### config.mk
export PLATFORM = sky130hd
export DESIGN_NAME = clock_divide
export DESIGN_NICKNAME = d
export VERILOG_FILES = /design/src/rtl/clock_divide.sv
export SDC_FILE = /design/constraint.sdc
export NUM_CORES = 1
export LEC_CHECK = 0
export BUFFER_PORTS_ARGS = -buffer_cell sky130_fd_sc_hd__buf_4
export CAP_MARGIN = 25
export CORE_MARGIN = 3
export CORE_UTILIZATION = 35
export DETAILED_ROUTE_END_ITERATION = 8
export HOLD_SLACK_MARGIN = 0.15
export PLACE_DENSITY = 0.53
export REMOVE_ABC_BUFFERS = 1
export SLEW_MARGIN = 25
export SYNTH_ARGS = -nofsm -noshare
export SYNTH_HDL_FRONTEND = slang
export SYNTH_SLANG_ARGS = --single-unit
export TNS_END_PERCENT = 50
### constraint.sdc
create_clock -name clk -period 3.8 [get_ports clk]
set_clock_uncertainty 0.1 [all_clocks]
set_input_delay 0.76 -clock clk [delete_from_list [all_inputs] [get_ports clk]]
set_output_delay 0.76 -clock clk [all_outputs]
set_load 0.01 [all_outputs]
### src/rtl/clock_divide.sv
// -----------------------------------------------------------------------------
// clock_divide
//
// Programmable clock divider. An 8-bit divisor register DIV is written
// through a simple address/data port that has no write strobe: any edge on
// which address == DIV_ADDR is treated as a write.
//
// With DIV >= 2, clk_out has a period of exactly DIV cycles of clk. It is
// high for H = ceil(DIV/2) cycles and low for DIV - H cycles, so an odd
// divisor gives one extra high cycle. With DIV = 0 or 1, clk_out is held low.
//
// A write is a "load" only when the new data differs from the current DIV.
// Because of this, a static address/data pair pointing at DIV can be left in
// place without restarting the output.
//
// On a load edge the phase counter restarts and clk_out is driven low. The
// first high cycle follows on the next edge.
//
// Handshake: there is no valid/ready pair. The port is sampled on every
// rising edge of clk, and address acts as an implicit always-valid write
// select that is always accepted.
//
// Ports
//   clk        in   1  the only clock; all state changes on its rising edge
//   rst_n      in   1  asynchronous reset, ACTIVE-HIGH despite its name
//   address    in   7  register select, sampled every rising edge
//   writedata  in   8  data for the selected register
//   clk_out    out  1  divided clock, driven straight from a flop
//
// Parameters
//   DIV_ADDR   address of the divisor register (default 7'd1)
// -----------------------------------------------------------------------------
module clock_divide #(
  parameter logic [6:0] DIV_ADDR = 7'd1
) (
  input  logic       clk,
  input  logic       rst_n,
  input  logic [6:0] address,
  input  logic [7:0] writedata,
  output logic       clk_out
);

  // Registered state
  logic [7:0] div_q;
  logic [7:0] cnt_q;
  logic       out_q;

  // Next-state values
  logic [7:0] div_d;
  logic [7:0] cnt_d;
  logic       out_d;

  // Decode and derived quantities
  logic       write_hit;
  logic       load;
  logic       running;
  logic [8:0] div_plus_one;
  logic [7:0] high_time;
  logic [7:0] last_cnt;

  assign write_hit = (address == DIV_ADDR);

  // Rewriting the value already held is not a load, so it cannot
  // restart the phase.
  assign load = write_hit && (writedata != div_q);

  // DIV of 0 or 1 cannot produce a meaningful waveform; the output idles low.
  assign running = (div_q >= 8'd2);

  // The sum is computed 9 bits wide so that DIV = 255 gives H = 128
  // without overflow.
  assign div_plus_one = {1'b0, div_q} + 9'd1;
  assign high_time    = div_plus_one[8:1];

  // Only used while running (DIV >= 2), so this subtraction never underflows.
  assign last_cnt = div_q - 8'd1;

  always_comb begin
    div_d = div_q;
    cnt_d = cnt_q;
    out_d = out_q;

    if (load) begin
      // A load abandons any period in progress. Nothing from the old
      // divisor leaks past this edge.
      div_d = writedata;
      cnt_d = 8'd0;
      out_d = 1'b0;
    end else if (running) begin
      // The output is registered from the current count. It is therefore
      // high for counts 0..H-1, which are seen one edge later.
      out_d = (cnt_q < high_time);
      cnt_d = (cnt_q == last_cnt) ? 8'd0 : cnt_q + 8'd1;
    end else begin
      cnt_d = 8'd0;
      out_d = 1'b0;
    end
  end

  // rst_n is the active-high reset, so the flops clear on its rising edge.
  always_ff @(posedge clk or posedge rst_n) begin
    if (rst_n) begin
      div_q <= 8'd0;
      cnt_q <= 8'd0;
      out_q <= 1'b0;
    end else begin
      div_q <= div_d;
      cnt_q <= cnt_d;
      out_q <= out_d;
    end
  end

  assign clk_out = out_q;

endmodule

==> results of run 1 <==
[logic make-up after synthesis]
group / count (synthesis) / synth area share, %
adder cells (fa/ha/maj): 11 / 10.3
flip-flops: 17 / 31.8
AO/OA/AOI/OAI: 14 / 9.92
buffers and inverters: 9 / 3.46
XOR/XNOR: 29 / 19.0
AND/OR/NAND/NOR: 45 / 18.8
multiplexers: 8 / 6.74
[how the worst min path moves through the flow]
stage / from / endpoint / slack, ns / cells past startpoint
6_report: rst_n / cnt_q[7]$_DFF_PP0_ / 0.50 / 2
5_1_grt: rst_n / cnt_q[7]$_DFF_PP0_ / 0.56 / 2
3_3_place_gp: cnt_q[7]$_DFF_PP0_ / cnt_q[7]$_DFF_PP0_ / 0.51 / 2
4_1_cts: rst_n / cnt_q[7]$_DFF_PP0_ / 0.52 / 2
2_1_floorplan: cnt_q[0]$_DFF_PP0_ / cnt_q[0]$_DFF_PP0_ / 0.42 / 1
3_5_place_dp: cnt_q[7]$_DFF_PP0_ / cnt_q[7]$_DFF_PP0_ / 0.51 / 2
[synth_stat cells, drive strengths merged (2+ instances only)]
master  number
dfrtp       17
xor2        15
xnor2       14
ha          11
nor3        11
mux2         8
nand3        8
nand2        7
buf          5
nor2         5
nand4        4
o21ai        4
a211oi       3
inv          3
nor3b        2
nor4         2
[per-stage QoR]
step           cell area, sq um  worst slack, ns  hold slack (ns)  utilization, %  power (W)
2_1_floorplan              1300             1.56            0.416               -   0.000476
3_3_place_gp               1490             1.23            0.507            42.6   0.000556
3_5_place_dp               1490             1.22            0.510            42.6   0.000562
4_1_cts                    1530             1.20            0.518            43.9   0.000704
5_1_grt                    1530            0.990            0.561            43.9   0.000749
6_report                   1530             1.23            0.495            43.9   0.000694
[flip-flops by register name, indices dropped and copies added, names as in the netlist]
register and count:
div_q 8, cnt_q 8, clk_out 1
[final cells by class]
| cell class | instances | area (sq um) | area share, % |
|---|---|---|---|
| Inverter | 3 | 11.3 | 0.735 |
| Sequential cell | 17 | 425 | 27.8 |
| Clock buffer | 4 | 45.0 | 2.94 |
| Timing Repair Buffer | 17 | 128 | 8.33 |
| Tap cell | 46 | 57.6 | 3.76 |
| Multi-Input combinational cell | 107 | 866 | 56.5 |
[worst max-delay path, stage by stage (launching register included)]
cell and delay (ns):
dfrtp_1 0.60, nand2_1 0.09, nor3_1 0.26, nand2_1 0.11, xor2_1 0.17, ha_1 0.30, a21o_1 0.18, a211oi_1 0.22
o21ai_0 0.17, o211a_1 0.16, nor3_1 0.12
[metal layers]
metal / global-route usage (%) / wire [um] / up-vias
met5: 0 / 0 / -
met4: 5.21 / 40 / 0
met3: 2.63 / 94 / 5
met2: 21.6 / 1370 / 13
met1: 18.9 / 1320 / 498
li1: - / - / 506
[power breakdown]
| part | total [W] | switching (W) | internal (W) |
|---|---|---|---|
| registers | 0.000287 | 0.0000720 | 0.000215 |
| clock network | 0.000138 | 0.0000635 | 0.0000745 |
| logic | 0.000269 | 0.000129 | 0.000139 |
==> run metrics, run 1 <==
status complete, no violations; Static Leak 0.664 nW; initial antenna violation count 0; Reg2Reg Launch Point div_q[3]$_DFFE_PP0P_; Worst R2R End clk_out$_DFF_PP0_; FILL cells 354; Setup Buffers After CTS 0; DPL Wire Length 2250 um; clk slew on worst S/H paths roughly 0.070 ns; Synth async-reset ratio 100%; CORE AREA 3490 sq um; Total Nets Final about 180; GRT Resource Usage Total between 10% and 20%; Synth area leader dfrtp_1; # diodes 0; top_reg_cell synth dfrtp_1; CTS tree yes; r2r setup slk approximately 1.2 ns; number of I/O pins 18; Die ar. 4600 sq um; critical path launch point div_q[3]$_DFFE_PP0P_; min cycle time layout 2.57 ns; vias per inst 5.27; Iteration-0 DRC Markers 53; DR WL/cell 14.6 um; cells on worst reg2reg path 10; Seq/Total Area, Yosys 31.8%; die span in x 67.8 um; Relative slew margins 56.7%; maximum clock rate 389 MHz; area share of the largest cell type after synthesis a little under a third; Port-buffer cells 17; # rows 21; Post-CTS Hold Fix Bufs 0; final period utilization 67.7%; clk buf depth 2; Syn Inst Count 133; Avg Cell Area, Syn 10.1 sq um; TritonRoute pass-1 iters 5; grt ovf 0; CP arrival 2.64 ns; Clock Latency Late Sink 0.25 ns; Slew @ Worst Pin 0.649 ns; layout cell share with drive strength beyond 1 22.3%; DRT Wirelength 2830 um; ANT nets after route 0; RD Place Congestion 0.770; distinct cell type count after synthesis 35; final hold vios 0; Starting Density 38.3%; drc violations 0; Vias 1022; Max Fanout on Critical Path 10; # H-tree levels 1; RSZ-0062 raised after global routing false; Crit Path Class register to register; Max rail drop VDD 0.280 mV; Hold Crit Class input port to asynchronous set/reset pin; largest net degree at the start of global routing 18; area delta synth->final 14.6%; Finished Layout Cells 194; Synth Register Bits 17; Resize count post-CTS 0; clk sinks 17; top cells by area, synth dfrtp_1 32%, ha_1 10%, xor2_1 9.8%; TritonCTS buffer count 3; Placed Instances 190; Ys Warns 0; Setup violations, final 0; Die Ht 67.8 um; CP required approximately 3.9 ns; first-pass GRT wire length 4760 um; most frequent cells in the layout 17 x dfrtp_1, 17 x buf_4, 15 x xor2_1; CP Capture Point clk_out$_DFF_PP0_; nature of the critical path endpoint register; type of origin of the critical path register; Mapped Area 1340 sq um; Root Driver clkbuf_8; vias in the first global route 986; EDFF count, synth 0; Max-Cap Viols 0; final count of pins violating max slew 0; Cell Pwr Density 453 nW/um^2; Fin Setup TNS 0 ns
No activity file was read; power rests on OpenSTA's default activity.
==> run 2: changes to the inputs <==
--- a/config.mk
+++ b/config.mk
@@ -5,13 +5,14 @@
 export SDC_FILE = /design/constraint.sdc
 export NUM_CORES = 1
 export LEC_CHECK = 0
+export ABC_AREA = 1
 export BUFFER_PORTS_ARGS = -buffer_cell sky130_fd_sc_hd__buf_4
 export CAP_MARGIN = 25
 export CORE_MARGIN = 3
 export CORE_UTILIZATION = 35
 export DETAILED_ROUTE_END_ITERATION = 8
 export HOLD_SLACK_MARGIN = 0.15
-export PLACE_DENSITY = 0.53
+export PLACE_DENSITY = 0.54
 export REMOVE_ABC_BUFFERS = 1
 export SLEW_MARGIN = 25
 export SYNTH_ARGS = -nofsm -noshare
==> constraint.sdc (replaced) <==
create_clock -name clk -period 2.21 [get_ports clk]
set_clock_uncertainty 0.1 [all_clocks]
set_input_delay 0.442 -clock clk [delete_from_list [all_inputs] [get_ports clk]]
set_output_delay 0.442 -clock clk [all_outputs]
set_load 0.01 [all_outputs]
==> run 2 against run 1 <==
Setup slack worse by 1.0 ns. Worst hold slack worse by 0.30 ns. Final cell count grew 42%. Combinational power grew to 3.2 times the previous value. Design area is 15% higher. Global-route usage increased by 0.35 points. Wire length rose by 17%. Via count grew 25%. Critical path type unchanged.
==> run metrics, run 2 <==
status complete, no violations; Cell Pwr Density 970 nW/um^2; DRT Wirelength 3290 um; final period utilization between 90% and 100%; Max rail drop VDD roughly 0.37 mV; area share of the largest cell type after synthesis 27.4%; Slew @ Worst Pin 0.693 ns; Max Fanout on Critical Path 5; CP arrival 2.12 ns; Avg Cell Area, Syn 7.49 sq um; max incr delay on CP 0.42 ns; most common cell after layout, fill and taps aside nand2_1; fin util 42.4%; grt met3 use under 10%; DP Area 1690 sq um; # rows 23; Setup violations, final 0; Static Leak 0.833 nW; pre-CTS setup slack around 0.11 ns; Die ar. 5260 sq um; GR peak layer met2; DPL Wire Length ~2700 um; min cycle time layout 2.03 ns; clk sinks 17; Design Area, Final roughly 1800 sq um; Synth area leader dfrtp_1; delay-heaviest family, CP adder cells; CP Cell Sequence ha_1 -> nand3_2 -> nor2_2 -> nand2_1 -> xor2_1 -> ha_1 -> a21oi_1 -> o21a_1 -> nand3_1 -> nor2_1; Clock Latency Late Sink between 0.2 and 0.3 ns; final count of pins violating max slew 0; top_reg_cell synth dfrtp_1; CP most frequent cell ha_1; count leader, synth nand2_1; grt ovf 0; # H-tree levels 1; Max-Cap Viols 0; ANT nets after route 0; most frequent cells in the layout 49 x nand2_1, 22 x buf_4, 17 x inv_1; Syn Inst Count 207; first-pass GRT wire length 5810 um; layout cell share with drive strength beyond 1 roughly 28%; Crit Path Class register to register; clk slew on worst S/H paths 0.07 ns; Seq/Total Area, Yosys 27.4%; type of origin of the critical path register; # diodes 0; TritonRoute pass-1 iters 4; CP required 2.30 ns; TritonCTS buffer count 3; global routing usage on met1 about a fifth; vias per inst 4.62; top cells by area, synth dfrtp_1 27%, nand2_1 12%, ha_1 8.9%; Final WS setup 0.179 ns; vias in the first global route roughly 1200; Fin Setup TNS 0 ns; synth cell count leaders 49 x nand2_1, 17 x dfrtp_1, 17 x inv_1; Die Ht 72.6 um; Ys Warns 0; CORE AREA 4140 sq um; Total Nets Final approximately 260; Reg2Reg Launch Point div_q[1]$_DFFE_PP0P_; nature of the critical path endpoint register; GRT Resource Usage Total 14.2%; maximum clock rate 492 MHz; Synth async-reset ratio 100%; met2 global-route usage between 20% and 30%; FILL cells 450; Port-buffer cells 17; Vias 1275; die span in x 72.6 um; Post-CTS Hold Fix Bufs 0; clk buf depth 2; CTS tree yes; Worst Path Buf+Inv 0; DR WL/cell 11.9 um; Root Driver clkbuf_8; final hold vios 0; largest net degree at the start of global routing 18; Mapped Area 1550 sq um; EDFF count, synth 0; critical path launch point div_q[1]$_DFFE_PP0P_; distinct cell type count after synthesis 28; area delta synth->final 13.4%; slowest CP cell dfrtp_2; RD Place Congestion 0.864; drc violations 0; Starting Density 37.4%; initial antenna violation count 0; Synth Register Bits 17; Hold Crit Class input port to asynchronous set/reset pin; number of I/O pins 18; Iteration-0 DRC Markers 31; RSZ-0062 raised after global routing false; Relative slew margins between 50% and 60%
==> run 2: cell count changes in the layout (fill, tap and decap cells not counted), sizes merged, moves of 2 or more <==
cell | previous run | this run
nand2 | 7 | 54
nor2 | 5 | 29
inv | 3 | 25
mux2 | 8 | 0
a21oi | 0 | 7
nor3 | 11 | 5
o21ai | 4 | 10
xor2 | 15 | 9
buf | 17 | 22
nand3 | 8 | 12
a211oi | 3 | 0
nor3b | 2 | 0
xnor2 | 14 | 12
==> run 2: final cells by class <==
class                      instances  area, sq um  area share (%)
multi-input combinational        158          958            54.5
sequential                        17          428            24.3
timing repair buffer              22          165            9.39
inverter                          25         98.8            5.62
tap                               50         62.6            3.56
clock buffer                       4         45.0            2.56
==> run 2: power breakdown <==
group	internal (W)	leakage (nW)	switching [W]
Combinational	0.000411	0.612	0.000456
Clock	0.000128	0.0228	0.000115
Sequential	0.000419	0.198	0.000175
Total	0.000958	0.833	0.000746
==> run 2: worst paths after layout <==
path	to	slack, ns	cells past startpoint
setup / recovery	clk_out$_DFF_PP0_	0.18	10
hold / removal	clk_out$_DFF_PP0_	0.19	2
setup reg to reg	clk_out$_DFF_PP0_	0.18	10
hold reg to reg	cnt_q[0]$_DFF_PP0_	0.44	1
max in group asynchronous	div_q[1]$_DFFE_PP0P_	1.33	2
min in group clk	div_q[7]$_DFFE_PP0P_	0.30	3
==> run 2: timing repair <==
action,in CTS,in global routing
endpoints found under the setup margin,0,1
endpoints found under the hold margin,0,0
gates resized for setup,0,4
setup buffers,0,2
==> run 2: kinds of logic (layout without fill, tap and decap cells) <==
| logic type | Yosys count | count (layout) | synth area share [%] |
|---|---|---|---|
| AND/OR/NAND/NOR | 108 | 108 | 33.2 |
| buffers and inverters | 32 | 51 | 11.2 |
| XOR/XNOR | 21 | 21 | 11.9 |
| AO/OA/AOI/OAI | 18 | 18 | 7.43 |
| flip-flops | 17 | 17 | 27.4 |
| adder cells (fa/ha/maj) | 11 | 11 | 8.88 |
==> run 2: per-stage QoR <==
step / std cells / total power (W) / hold WS [ns]
after floorplan: 200 / 0.00123 / 0.268
after global placement: 270 / 0.00145 / 0.419
after detailed placement: 270 / 0.00145 / 0.427
after CTS: 274 / 0.00170 / 0.229
after global routing: 276 / 0.00189 / 0.261
final: 276 / 0.00170 / 0.194
==> run 2: layer usage <==
metal	up-vias	share of wire, %
met5	-	0
met4	0	1.5
met3	4	2.1
met2	15	45
met1	561	51
li1	695	-
==> run 2: worst register-to-register path, stage by stage (launching register included) <==
cell	delay, ns
dfrtp_2	0.42
ha_1	0.21
nand3_2	0.12
nor2_2	0.15
nand2_1	0.08
xor2_1	0.16
ha_1	0.30
a21oi_1	0.15
o21a_1	0.12
nand3_1	0.07
nor2_1	0.09
